[config.mk]
export PLATFORM = sky130hd
export DESIGN_NAME = rob_buffer_flat
export DESIGN_NICKNAME = d
export VERILOG_FILES = /design/src/rtl/rob_buffer_pkg.sv /design/src/rtl/rob_buffer_if.sv /design/src/rtl/rob_ptr_counter.sv /design/src/rtl/rob_buffer.sv /design/src/flat_wrapper.sv
export SDC_FILE = /design/constraint.sdc
export NUM_CORES = 2
export LEC_CHECK = 0
export CAP_MARGIN = 20
export CELL_PAD_IN_SITES_DETAIL_PLACEMENT = 1
export CELL_PAD_IN_SITES_GLOBAL_PLACEMENT = 1
export CORE_MARGIN = 4
export CORE_UTILIZATION = 40
export CTS_CLUSTER_DIAMETER = 80
export DETAILED_ROUTE_END_ITERATION = 6
export PLACE_DENSITY_LB_ADDON = 0.08
export SYNTH_ARGS = -nofsm -noshare
export SYNTH_HDL_FRONTEND = slang
export SYNTH_SLANG_ARGS = --single-unit
[constraint.sdc]
create_clock -name clk -period 3.9 [get_ports clk]
set_input_delay 0.39 -clock clk [delete_from_list [all_inputs] [get_ports clk]]
set_output_delay 0.39 -clock clk [all_outputs]
set_load 0.02 [all_outputs]
[src/rtl/rob_buffer_pkg.sv]
// rtl/rob_buffer_pkg.sv - shared widths, entry payload type and operand-read helper for the reorder buffer
package rob_buffer_pkg;

  localparam int ROB_ADDR_WIDTH = 4;
  localparam int ROB_DEPTH      = 1 << ROB_ADDR_WIDTH;
  localparam int REG_ADDR_WIDTH = 5;
  localparam int DATA_WIDTH     = 32;
  localparam int EXC_WIDTH      = 8;

  typedef logic [ROB_ADDR_WIDTH-1:0] rob_id_t;
  typedef logic [ROB_ADDR_WIDTH:0]   rob_count_t;
  typedef logic [REG_ADDR_WIDTH-1:0] reg_addr_t;
  typedef logic [DATA_WIDTH-1:0]     data_t;
  typedef logic [EXC_WIDTH-1:0]      exc_t;

  localparam rob_count_t ROB_COUNT_FULL = rob_count_t'(ROB_DEPTH);

  // Payload of one ROB slot; valid/done live in separate vectors so they can be cleared on flush.
  typedef struct packed {
    logic      reg_we;
    reg_addr_t reg_addr;
    data_t     data;
    exc_t      exc;
    data_t     pc;
  } rob_entry_t;

  // Operand lookup: returns {ready, data}. A writeback landing this cycle is forwarded.
  function automatic logic [DATA_WIDTH:0] rob_operand_read(
    input logic  entry_valid,
    input logic  entry_done,
    input data_t entry_data,
    input logic  wb_match,
    input data_t wb_data
  );
    logic [DATA_WIDTH:0] res;
    res = '0;
    if (entry_valid) begin
      if (wb_match) begin
        res = {1'b1, wb_data};
      end else if (entry_done) begin
        res = {1'b1, entry_data};
      end
    end
    return res;
  endfunction

endpackage

[src/rtl/rob_buffer_if.sv]
// rtl/rob_buffer_if.sv - dispatch/writeback/commit bus of the reorder buffer (read ports under ROB_OPERAND_READ_EN)
interface rob_buffer_if;
  import rob_buffer_pkg::*;

  logic      dispatch_valid;
  logic      dispatch_ready;
  rob_id_t   dispatch_rob_id;
  logic      dispatch_reg_write_en;
  reg_addr_t dispatch_reg_write_addr;
  exc_t      dispatch_exception_type;
  data_t     dispatch_pc;

  logic      wb_valid;
  rob_id_t   wb_rob_id;
  data_t     wb_data;
  exc_t      wb_exception_type;

  logic      commit_valid;
  logic      commit_ready;
  logic      commit_reg_write_en;
  reg_addr_t commit_reg_write_addr;
  data_t     commit_data;
  exc_t      commit_exception_type;
  data_t     commit_pc;
  rob_id_t   commit_rob_id;

`ifdef ROB_OPERAND_READ_EN
  rob_id_t   read_rob_id_1;
  rob_id_t   read_rob_id_2;
  logic      read_ready_1;
  logic      read_ready_2;
  data_t     read_data_1;
  data_t     read_data_2;
`endif

  modport slave (
    input  dispatch_valid, dispatch_reg_write_en, dispatch_reg_write_addr,
           dispatch_exception_type, dispatch_pc,
           wb_valid, wb_rob_id, wb_data, wb_exception_type,
           commit_ready,
`ifdef ROB_OPERAND_READ_EN
    input  read_rob_id_1, read_rob_id_2,
    output read_ready_1, read_ready_2, read_data_1, read_data_2,
`endif
    output dispatch_ready, dispatch_rob_id,
           commit_valid, commit_reg_write_en, commit_reg_write_addr,
           commit_data, commit_exception_type, commit_pc, commit_rob_id
  );

  modport master (
    output dispatch_valid, dispatch_reg_write_en, dispatch_reg_write_addr,
           dispatch_exception_type, dispatch_pc,
           wb_valid, wb_rob_id, wb_data, wb_exception_type,
           commit_ready,
`ifdef ROB_OPERAND_READ_EN
    output read_rob_id_1, read_rob_id_2,
    input  read_ready_1, read_ready_2, read_data_1, read_data_2,
`endif
    input  dispatch_ready, dispatch_rob_id,
           commit_valid, commit_reg_write_en, commit_reg_write_addr,
           commit_data, commit_exception_type, commit_pc, commit_rob_id
  );

endinterface

[src/rtl/rob_ptr_counter.sv]
// rtl/rob_ptr_counter.sv - wrapping circular-buffer pointer with increment and synchronous clear
module rob_ptr_counter #(
  parameter int WIDTH = 4
) (
  input  logic             clk,
  input  logic             i_clr,
  input  logic             i_inc,
  output logic [WIDTH-1:0] o_ptr
);

  logic [WIDTH-1:0] r_ptr;

  // Clear wins over increment; natural overflow gives the modulo-depth wrap.
  always_ff @(posedge clk) begin
    if (i_clr) begin
      r_ptr <= '0;
    end else if (i_inc) begin
      r_ptr <= r_ptr + WIDTH'(1);
    end
  end

  assign o_ptr = r_ptr;

endmodule

[src/rtl/rob_buffer.sv]
// rtl/rob_buffer.sv - in-order-retire reorder buffer; ROB_OPERAND_READ_EN adds two operand read ports
module rob_buffer
  import rob_buffer_pkg::*;
(
  input  logic         clk,
  input  logic         rst,
  input  logic         flush,
  rob_buffer_if.slave  bus,
  output logic         empty,
  output logic         full
);

  rob_id_t    w_head;
  rob_id_t    w_tail;
  rob_count_t r_count;
  logic [ROB_DEPTH-1:0] r_valid;
  logic [ROB_DEPTH-1:0] r_done;
  rob_entry_t r_entry [ROB_DEPTH];

  logic w_clear;
  logic w_full;
  logic w_dispatch_fire;
  logic w_commit_valid;
  logic w_commit_fire;
  logic w_wb_hit;

  assign w_clear         = rst | flush;
  assign w_full          = (r_count == ROB_COUNT_FULL);
  // No bypass from a same-cycle commit: a full ROB refuses dispatch even while retiring.
  assign w_dispatch_fire = bus.dispatch_valid & ~w_full;
  assign w_commit_valid  = r_valid[w_head] & r_done[w_head];
  assign w_commit_fire   = w_commit_valid & bus.commit_ready;
  // Uses the registered valid, so a writeback to a slot being allocated this cycle is dropped.
  assign w_wb_hit        = bus.wb_valid & r_valid[bus.wb_rob_id];

  rob_ptr_counter #(.WIDTH(ROB_ADDR_WIDTH)) u_head (
    .clk   (clk),
    .i_clr (w_clear),
    .i_inc (w_commit_fire),
    .o_ptr (w_head)
  );

  rob_ptr_counter #(.WIDTH(ROB_ADDR_WIDTH)) u_tail (
    .clk   (clk),
    .i_clr (w_clear),
    .i_inc (w_dispatch_fire),
    .o_ptr (w_tail)
  );

  // Occupancy: dispatch and commit in the same cycle cancel out.
  always_ff @(posedge clk) begin
    if (w_clear) begin
      r_count <= '0;
    end else begin
      case ({w_dispatch_fire, w_commit_fire})
        2'b10:   r_count <= r_count + rob_count_t'(1);
        2'b01:   r_count <= r_count - rob_count_t'(1);
        default: r_count <= r_count;
      endcase
    end
  end

  // Entry status; head and tail only coincide when empty or full, so the commit clear and allocation never collide.
  always_ff @(posedge clk) begin
    if (w_clear) begin
      r_valid <= '0;
      r_done  <= '0;
    end else begin
      if (w_wb_hit) begin
        r_done[bus.wb_rob_id] <= 1'b1;
      end
      if (w_commit_fire) begin
        r_valid[w_head] <= 1'b0;
        r_done[w_head]  <= 1'b0;
      end
      if (w_dispatch_fire) begin
        r_valid[w_tail] <= 1'b1;
        r_done[w_tail]  <= (bus.dispatch_exception_type != '0);
      end
    end
  end

  // Payload RAM: cleared by reset only, left stale on flush since valid gates every use.
  always_ff @(posedge clk) begin
    if (rst) begin
      for (int i = 0; i < ROB_DEPTH; i++) begin
        r_entry[i] <= '0;
      end
    end else if (!flush) begin
      if (w_wb_hit) begin
        r_entry[bus.wb_rob_id].data <= bus.wb_data;
        r_entry[bus.wb_rob_id].exc  <= r_entry[bus.wb_rob_id].exc | bus.wb_exception_type;
      end
      if (w_dispatch_fire) begin
        r_entry[w_tail] <= '{reg_we:   bus.dispatch_reg_write_en,
                             reg_addr: bus.dispatch_reg_write_addr,
                             data:     '0,
                             exc:      bus.dispatch_exception_type,
                             pc:       bus.dispatch_pc};
      end
    end
  end

  assign bus.dispatch_ready        = ~w_full;
  assign bus.dispatch_rob_id       = w_tail;
  assign bus.commit_valid          = w_commit_valid;
  assign bus.commit_rob_id         = w_head;
  assign bus.commit_reg_write_en   = w_commit_valid ? r_entry[w_head].reg_we   : 1'b0;
  assign bus.commit_reg_write_addr = w_commit_valid ? r_entry[w_head].reg_addr : '0;
  assign bus.commit_data           = w_commit_valid ? r_entry[w_head].data     : '0;
  assign bus.commit_exception_type = w_commit_valid ? r_entry[w_head].exc      : '0;
  assign bus.commit_pc             = w_commit_valid ? r_entry[w_head].pc       : '0;
  assign empty                     = (r_count == '0);
  assign full                      = w_full;

`ifdef ROB_OPERAND_READ_EN
  logic [DATA_WIDTH:0] w_read_1;
  logic [DATA_WIDTH:0] w_read_2;

  // Operand lookups for ID, forwarding a same-cycle writeback to the requested entry.
  always_comb begin
    w_read_1 = rob_operand_read(r_valid[bus.read_rob_id_1], r_done[bus.read_rob_id_1],
                                r_entry[bus.read_rob_id_1].data,
                                bus.wb_valid && (bus.wb_rob_id == bus.read_rob_id_1), bus.wb_data);
    w_read_2 = rob_operand_read(r_valid[bus.read_rob_id_2], r_done[bus.read_rob_id_2],
                                r_entry[bus.read_rob_id_2].data,
                                bus.wb_valid && (bus.wb_rob_id == bus.read_rob_id_2), bus.wb_data);
  end

  assign bus.read_ready_1 = w_read_1[DATA_WIDTH];
  assign bus.read_data_1  = w_read_1[DATA_WIDTH-1:0];
  assign bus.read_ready_2 = w_read_2[DATA_WIDTH];
  assign bus.read_data_2  = w_read_2[DATA_WIDTH-1:0];
`endif

endmodule

[src/flat_wrapper.sv]
// flat-port wrapper written by rule: the top's interface ports become plain ports
module rob_buffer_flat import rob_buffer_pkg::*;
  (clk, rst, flush, empty, full, bus_dispatch_valid, bus_dispatch_reg_write_en, bus_dispatch_reg_write_addr, bus_dispatch_exception_type, bus_dispatch_pc, bus_wb_valid, bus_wb_rob_id, bus_wb_data, bus_wb_exception_type, bus_commit_ready, bus_dispatch_ready, bus_dispatch_rob_id, bus_commit_valid, bus_commit_reg_write_en, bus_commit_reg_write_addr, bus_commit_data, bus_commit_exception_type, bus_commit_pc, bus_commit_rob_id);
  rob_buffer_if bus_i ();
  input  logic clk;
  input  logic rst;
  input  logic flush;
  output logic empty;
  output logic full;
  input wire logic [$bits(bus_i.dispatch_valid)-1:0] bus_dispatch_valid;
  input wire logic [$bits(bus_i.dispatch_reg_write_en)-1:0] bus_dispatch_reg_write_en;
  input wire logic [$bits(bus_i.dispatch_reg_write_addr)-1:0] bus_dispatch_reg_write_addr;
  input wire logic [$bits(bus_i.dispatch_exception_type)-1:0] bus_dispatch_exception_type;
  input wire logic [$bits(bus_i.dispatch_pc)-1:0] bus_dispatch_pc;
  input wire logic [$bits(bus_i.wb_valid)-1:0] bus_wb_valid;
  input wire logic [$bits(bus_i.wb_rob_id)-1:0] bus_wb_rob_id;
  input wire logic [$bits(bus_i.wb_data)-1:0] bus_wb_data;
  input wire logic [$bits(bus_i.wb_exception_type)-1:0] bus_wb_exception_type;
  input wire logic [$bits(bus_i.commit_ready)-1:0] bus_commit_ready;
  output wire logic [$bits(bus_i.dispatch_ready)-1:0] bus_dispatch_ready;
  output wire logic [$bits(bus_i.dispatch_rob_id)-1:0] bus_dispatch_rob_id;
  output wire logic [$bits(bus_i.commit_valid)-1:0] bus_commit_valid;
  output wire logic [$bits(bus_i.commit_reg_write_en)-1:0] bus_commit_reg_write_en;
  output wire logic [$bits(bus_i.commit_reg_write_addr)-1:0] bus_commit_reg_write_addr;
  output wire logic [$bits(bus_i.commit_data)-1:0] bus_commit_data;
  output wire logic [$bits(bus_i.commit_exception_type)-1:0] bus_commit_exception_type;
  output wire logic [$bits(bus_i.commit_pc)-1:0] bus_commit_pc;
  output wire logic [$bits(bus_i.commit_rob_id)-1:0] bus_commit_rob_id;
  assign bus_i.dispatch_valid = bus_dispatch_valid;
  assign bus_i.dispatch_reg_write_en = bus_dispatch_reg_write_en;
  assign bus_i.dispatch_reg_write_addr = bus_dispatch_reg_write_addr;
  assign bus_i.dispatch_exception_type = bus_dispatch_exception_type;
  assign bus_i.dispatch_pc = bus_dispatch_pc;
  assign bus_i.wb_valid = bus_wb_valid;
  assign bus_i.wb_rob_id = bus_wb_rob_id;
  assign bus_i.wb_data = bus_wb_data;
  assign bus_i.wb_exception_type = bus_wb_exception_type;
  assign bus_i.commit_ready = bus_commit_ready;
  assign bus_dispatch_ready = bus_i.dispatch_ready;
  assign bus_dispatch_rob_id = bus_i.dispatch_rob_id;
  assign bus_commit_valid = bus_i.commit_valid;
  assign bus_commit_reg_write_en = bus_i.commit_reg_write_en;
  assign bus_commit_reg_write_addr = bus_i.commit_reg_write_addr;
  assign bus_commit_data = bus_i.commit_data;
  assign bus_commit_exception_type = bus_i.commit_exception_type;
  assign bus_commit_pc = bus_i.commit_pc;
  assign bus_commit_rob_id = bus_i.commit_rob_id;
  rob_buffer u_core (.clk(clk), .rst(rst), .flush(flush), .bus(bus_i), .empty(empty), .full(full));
endmodule
==> summary.txt <==
Ratio of cells with drive above 1 in the final layout -> 22.3%
Skew final -> 0.0216 ns
Final max-slew violation count -> 0
Slowest-stage cell, CP -> clkdlybuf4s50_1
Pre-CTS setup slack -> 0.0768 ns
Post-synthesis async set-or-reset flop share -> 0%
GR Util met1 -> 38.8%
Critical path data required time -> 3.51 ns
Die height -> 393 um
Clock buffers created by TritonCTS -> 148
Vias/cell -> 6.17
Busiest metal layer after global routing -> met2
Worst hold path class -> primary input to flop
Nets@finish -> 4630
Top_reg_cell synth -> edfxtp_1
Synth Instances -> 4436
Status -> complete, no violations
Initial Util -> 40.4%
H-tree Lvls -> 4
CP delay by family, top -> buffers and inverters
DRC Markers -> 0
# clock sinks -> 1297
CTS Hold Buffers Added -> 0
Global-route usage over all layers -> 28.5%
First-pass GRT wire length -> 315000 um
FP Rows -> 140
Root buffer cell -> clkbuf_16
Final Critical Period -> 3.77 ns
Pwr Total -> 0.0301 W
Critical Path Fanout Max -> 8
DRT iter0 DRCs -> 4055
DR vias -> 40500
Maximum achievable frequency -> 0.265 GHz
CTS Buffer Depth -> 3
Die area -> 154000 um2
Post-route setup slack -> 0.131 ns
Reg clk slew, reported paths -> 0.06 ns
Ports -> 186
Area grow syn2layout -> 16.6%
Most common cell after layout, fill and taps aside -> edfxtp_1
Post-synthesis cell area -> 59200 um2
Vias in the first global route -> 42400
Die X -> 393 um
Pwr/cell area -> 436 nW/um2
Final Hold Viols -> 0
Congestion Overflow GR -> 0
Number of synthesized flops with an enable pin -> 736
Post-route ant nets -> 0
Distinct cell type count after synthesis -> 74
Yosys warning total -> 0
Period utilisation layout -> 96.6%
Max Cap Violations -> 0
CTS tree -> built
Max-slew headroom -> 26.0%
WL per Instance -> 33.6 um
Final wirelength -> 221000 um
Critical Path Sink Type -> output port
Slew of the pin with the lowest slew margin -> 1.11 ns
WS Path Type -> flop to output port
Syn_area_per_cell -> 13.3 um2
Pin count of the biggest net entering global routing -> 166
Register bit total from synthesis -> 1297
Max incr delay on CP -> 0.66 ns
Worst Path Buf+Inv -> 4
Static Leak -> 25.2 nW
Final Instance Area -> 69000 um2
Sequential element share of the synthesized area -> 56.3%
Final-report setup violation count -> 0
Drt pass-1 iters -> 5
Synth Net Count -> 4544
Initial antenna violation count -> 21
VDD IR max -> 0.366 mV
Crit path arrival time -> 3.38 ns
DP Area -> 63700 um2
RSZ-0062 raised after global routing -> true
Core footprint -> 146000 um2
Met2 usage -> 47.0%
Most frequent cells in the layout -> edfxtp_1, dfxtp_1, mux4_2
Hold_ws -> 0.219 ns
Worst-Skew Late Latency -> 0.79 ns
Critical Path Start Type -> flop
CP cell instances -> inv_2, mux4_2, o22ai_1, buf_4, nor3_4, buf_12, nor2b_2, clkdlybuf4s50_1
GR Layer Usage met3 -> 5.01%
HPWL after detailed placement -> 128000 um
Routability cong. -> 0.850
Port Buffer Count -> 185
==> layout make-up <==
| cell class | instances | area (um2) |
|---|---|---|
| clock inverter | 64 | 577 |
| antenna | 10 | 25.0 |
| clock buffer | 200 | 4140 |
| inverter | 36 | 135 |
| multi-input combinational | 2604 | 23800 |
| fill | 14500 | 77300 |
| timing repair buffer | 435 | 4540 |
| tap | 1917 | 2400 |
| sequential | 1297 | 33300 |
==> power by group <==
part	total [W]	internal (W)	switching [W]
combinational	0.00147	0.000481	0.000991
clock	0.0138	0.00792	0.00590
sequential	0.0148	0.0147	0.0000905
total	0.0301	0.0231	0.00698
==> Yosys cell counts (8+ instances only) <==
cell        n  area share (%)
o32ai_1     8            0.12
buf_2     114            0.96
ha_1       12            0.25
buf_1      53            0.34
buf_4      21            0.27
edfxtp_1  736              37
nand2_1   315             2.0
or2_2      14            0.15
nor3_2      9            0.15
dfxtp_1   561              19
and3_1    237             2.5
nor2b_1    86            0.91
mux4_2    437              17
nor2_1     79            0.50
nand2b_1    9           0.095
a21oi_1   178             1.5
inv_1      35            0.22
nor3b_1    36            0.46
and2_1    384             4.1
nand3b_1  135             1.7
a22o_1    343             5.1
nor2_2     18            0.19
o21ai_0   161             1.4
nand3_1    17            0.14
clkbuf_1  295             1.9
a31oi_1     9           0.095
o21ai_1     8           0.068
buf_6      11            0.21
==> stage by stage <==
stage | utilization [%] | std cells | TNS, ns
3_5_place_dp | 43.6 | 6262 | 0
2_1_floorplan | - | 4436 | 0
4_1_cts | 47.1 | 6550 | -0.0419
6_report | 47.2 | 6563 | 0
3_3_place_gp | 43.6 | 6260 | 0
5_1_grt | 47.1 | 6553 | -0.0191
==> worst reg2reg max path, cell delays in order (launching register included) <==
cell      delay, ns
dfxtp_1        0.38
or4_4          0.67
or2_2          0.38
nand2_1        0.22
ha_1           0.39
or3b_2         0.47
a21boi_0       0.23
nor3_1         0.07
or3b_2         0.44
a21oi_1        0.15
==> flip-flops by register name, summed over array words and instances, names as in the netlist, named ones only <==
| register | flops |
|---|---|
| u_core.u_tail.o_ptr | 4 |
| u_core.u_head.o_ptr | 4 |
| u_core.r_count | 5 |
| u_core.r_valid | 16 |
| u_core.r_done | 16 |
| u_core.r_entry | 1248 |
==> path summary, 6_finish.rpt <==
kind	from	end	slack (ns)	cells past startpoint
worst min-delay path	rst	u_core.r_entry[0][47]	0.22	3
worst max-delay path	u_core.u_head.o_ptr[2]	bus_commit_pc[24]	0.13	8
worst max register to register	u_core.r_count[1]	u_core.r_count[3]	0.44	9
worst min register to register	u_core.r_entry[0][52]	u_core.r_entry[0][52]	0.47	1
==> per-layer routing <==
metal / up-vias / share of wire, %
li1: 17000 / -
met1: 21700 / 42
met2: 1491 / 48
met3: 378 / 6.7
met4: 10 / 3.0
met5: - / 0.030
==> logic make-up after synthesis <==
logic type	Yosys count	share of synthesized area [%]
AOI/OAI and AO/OA	762	9.10
xor gates and xnor gates	6	0.0888
adders and majority gates	12	0.254
buffers and inverters	535	3.94
DFF	1297	56.3
muxes	442	16.7
and+or+nand+nor	1382	13.6
==> repair_timing <==
item,CTS,global route
resized for setup,88,12
buffers inserted,16,2
gates cloned,8,0
pin swaps,1,0
endpoints found under the setup margin,79,13
No activity file was read; power rests on OpenSTA's default activity.
==> patch: new RTL, same settings <==
The package constant `REG_ADDR_WIDTH` goes from 5 to 6.
--- a/src/rtl/rob_buffer_pkg.sv
+++ b/src/rtl/rob_buffer_pkg.sv
@@ -3,7 +3,7 @@
 
   localparam int ROB_ADDR_WIDTH = 4;
   localparam int ROB_DEPTH      = 1 << ROB_ADDR_WIDTH;
-  localparam int REG_ADDR_WIDTH = 5;
+  localparam int REG_ADDR_WIDTH = 6;
   localparam int DATA_WIDTH     = 32;
   localparam int EXC_WIDTH      = 8;
 
Ports: changed (resized bus_commit_reg_write_addr and bus_dispatch_reg_write_addr); port bits go from 186 to 188. No check against the original RTL was run, so the function may have changed too.
==> patch against the original RTL <==
  * First-iteration DRC count down 1.6%
  * Setup slack worse by 0.022 ns
  * Count of clock-buffer cells in the layout up 11
  * Routed wire length up 1.7%
  * Design area up 0.67%
  * Sequential cell count up 16
  * Synthesized area up 0.41%
  * Hold slack better by 0.077 ns
  * Total power up 1.3%
  * Highest routed layer unchanged
==> patch: results (changes against the original RTL) <==
Finish
  • Final net count: 4,628 (was 4,630)
  • Fill cells: 14,579 (was 14,508)
  • Clk cell area share: 6.92% (was 6.84%)
  • CLK BUF: 211 (was 200)
  • Biggest regs: u_core.r_entry x1264, u_core.r_done x16, u_core.r_valid x16 (was u_core.r_entry x1248, u_core.r_done x16, u_core.r_valid x16)
  • Antenna fix cells: 8 (was 10)
  • Multi-input gate area: 23,800 sq um (about the same)
  • Seq cells: 1,313 (was 1,297)
  • Share of post-route cells with drive strength above 1: 21.2% (was 22.3%)
  • #MultiIn Comb: 2,600 (was 2,604)
  • Cell Count, Final, Fillers Out: 6,581 (was 6,563)
  • Nonclk inv count: 35 (was 36)
  • Reg area: 33,800 sq um (was 33,300 sq um)
  • Non-clock buffer share: 6.39% (was 6.58%)

Outcome
  • Outcome: complete, no violations (unchanged)

STA
  • Period utilization: 97.2% (was 96.6%)
  • Worst hold slack: 0.297 ns (was 0.219 ns)
  • Worst Skew: 0.0252 ns (was 0.0216 ns)

Pwr
  • Leakage: 24.7 nW (was 25.2 nW)
  • Worst vdd ir: 0.448 mV (was 0.366 mV)

GRT
  • Vias in the first global route: 41,526 (was 42,389)
  • Global-route wire length before repair: 319,000 um (was 315,000 um)
  • Largest net degree at the start of global routing: 91 (was 166)
  • GRT Total Usage: 28.5% (about the same)
  • Initial antenna violation count: 24 (was 21)

Logic synthesis
  • Area contributors post-synth: edfxtp_1 (38%), dfxtp_1 (19%), mux4_2 (17%), and2_1 (7.5%), a22o_1 (5.1%) (was edfxtp_1 (37%), dfxtp_1 (19%), mux4_2 (17%), a22o_1 (5.1%), and2_1 (4.1%))
  • Mapped Avg Cell Area: 13.4 sq um (was 13.3 sq um)
  • Number of flops mapped to enable cells by yosys: 752 (was 736)

CTS
  • Cts repair resizes: 87 (was 88)

Drt
  • Vias: 40,516 (was 40,499)
  • Drt wl/cell: 34.1 um (was 33.6 um)
  • Initial drt markers: 3,991 (was 4,055)

Worst setup path
  • Reg2reg start: u_core.u_head.o_ptr[0]$_SDFFE_PP0N_ (was u_core.r_count[1]$_SDFFE_PP0P_)
  • Crit path to: bus_commit_pc[11] (was bus_commit_pc[24])
  • Slowest cell delay on critical path: 0.55 ns (was 0.66 ns)
  • Worst-path fanout max: 30 (was 8)
  • R2R cell count: 10 (was 9)
  • Slowest CP cell: mux4_2 (was clkdlybuf4s50_1)

Floorplan
  • Chip width: 393 um (about the same)

Place
  • Placed cell count: 6,289 (was 6,262)
  • Place WS: 0.315 ns (was 0.0768 ns)
patch: cell count changes after synthesis, sizes merged, moves of 35 or more:
cell    unedited run  this run
nand2            316       358
buf              200       141
nor3b             37         2
clkbuf           299       345
nor2              99        36
and3             237        33
nor2b             87         7
and2             384       712
patch: power by group:
| group | switching [mW] | internal [mW] |
|---|---|---|
| Clock | 5.95 | 8.09 |
| Combinational | 0.953 | 0.495 |
| Sequential | 0.0940 | 14.9 |
| Total | 7.00 | 23.5 |
patch: logic make-up after synthesis:
group                    after synthesis  synth area share, %
buffers and inverters                521                 3.56
multiplexers                         453                 16.9
XOR/XNOR                               7                0.103
adder cells (fa/ha/maj)               12                0.253
AO/OA/AOI/OAI                        750                 8.92
AND/OR/NAND/NOR                     1378                 13.3
flip-flops                          1313                 56.9
patch: metal layers:
metal / share of wire, % / GRT usage, %
met2: 47 / 46.2
met5: 0.031 / 0
met3: 7.0 / 5.10
met1: 42 / 39.0
met4: 3.3 / 9.16
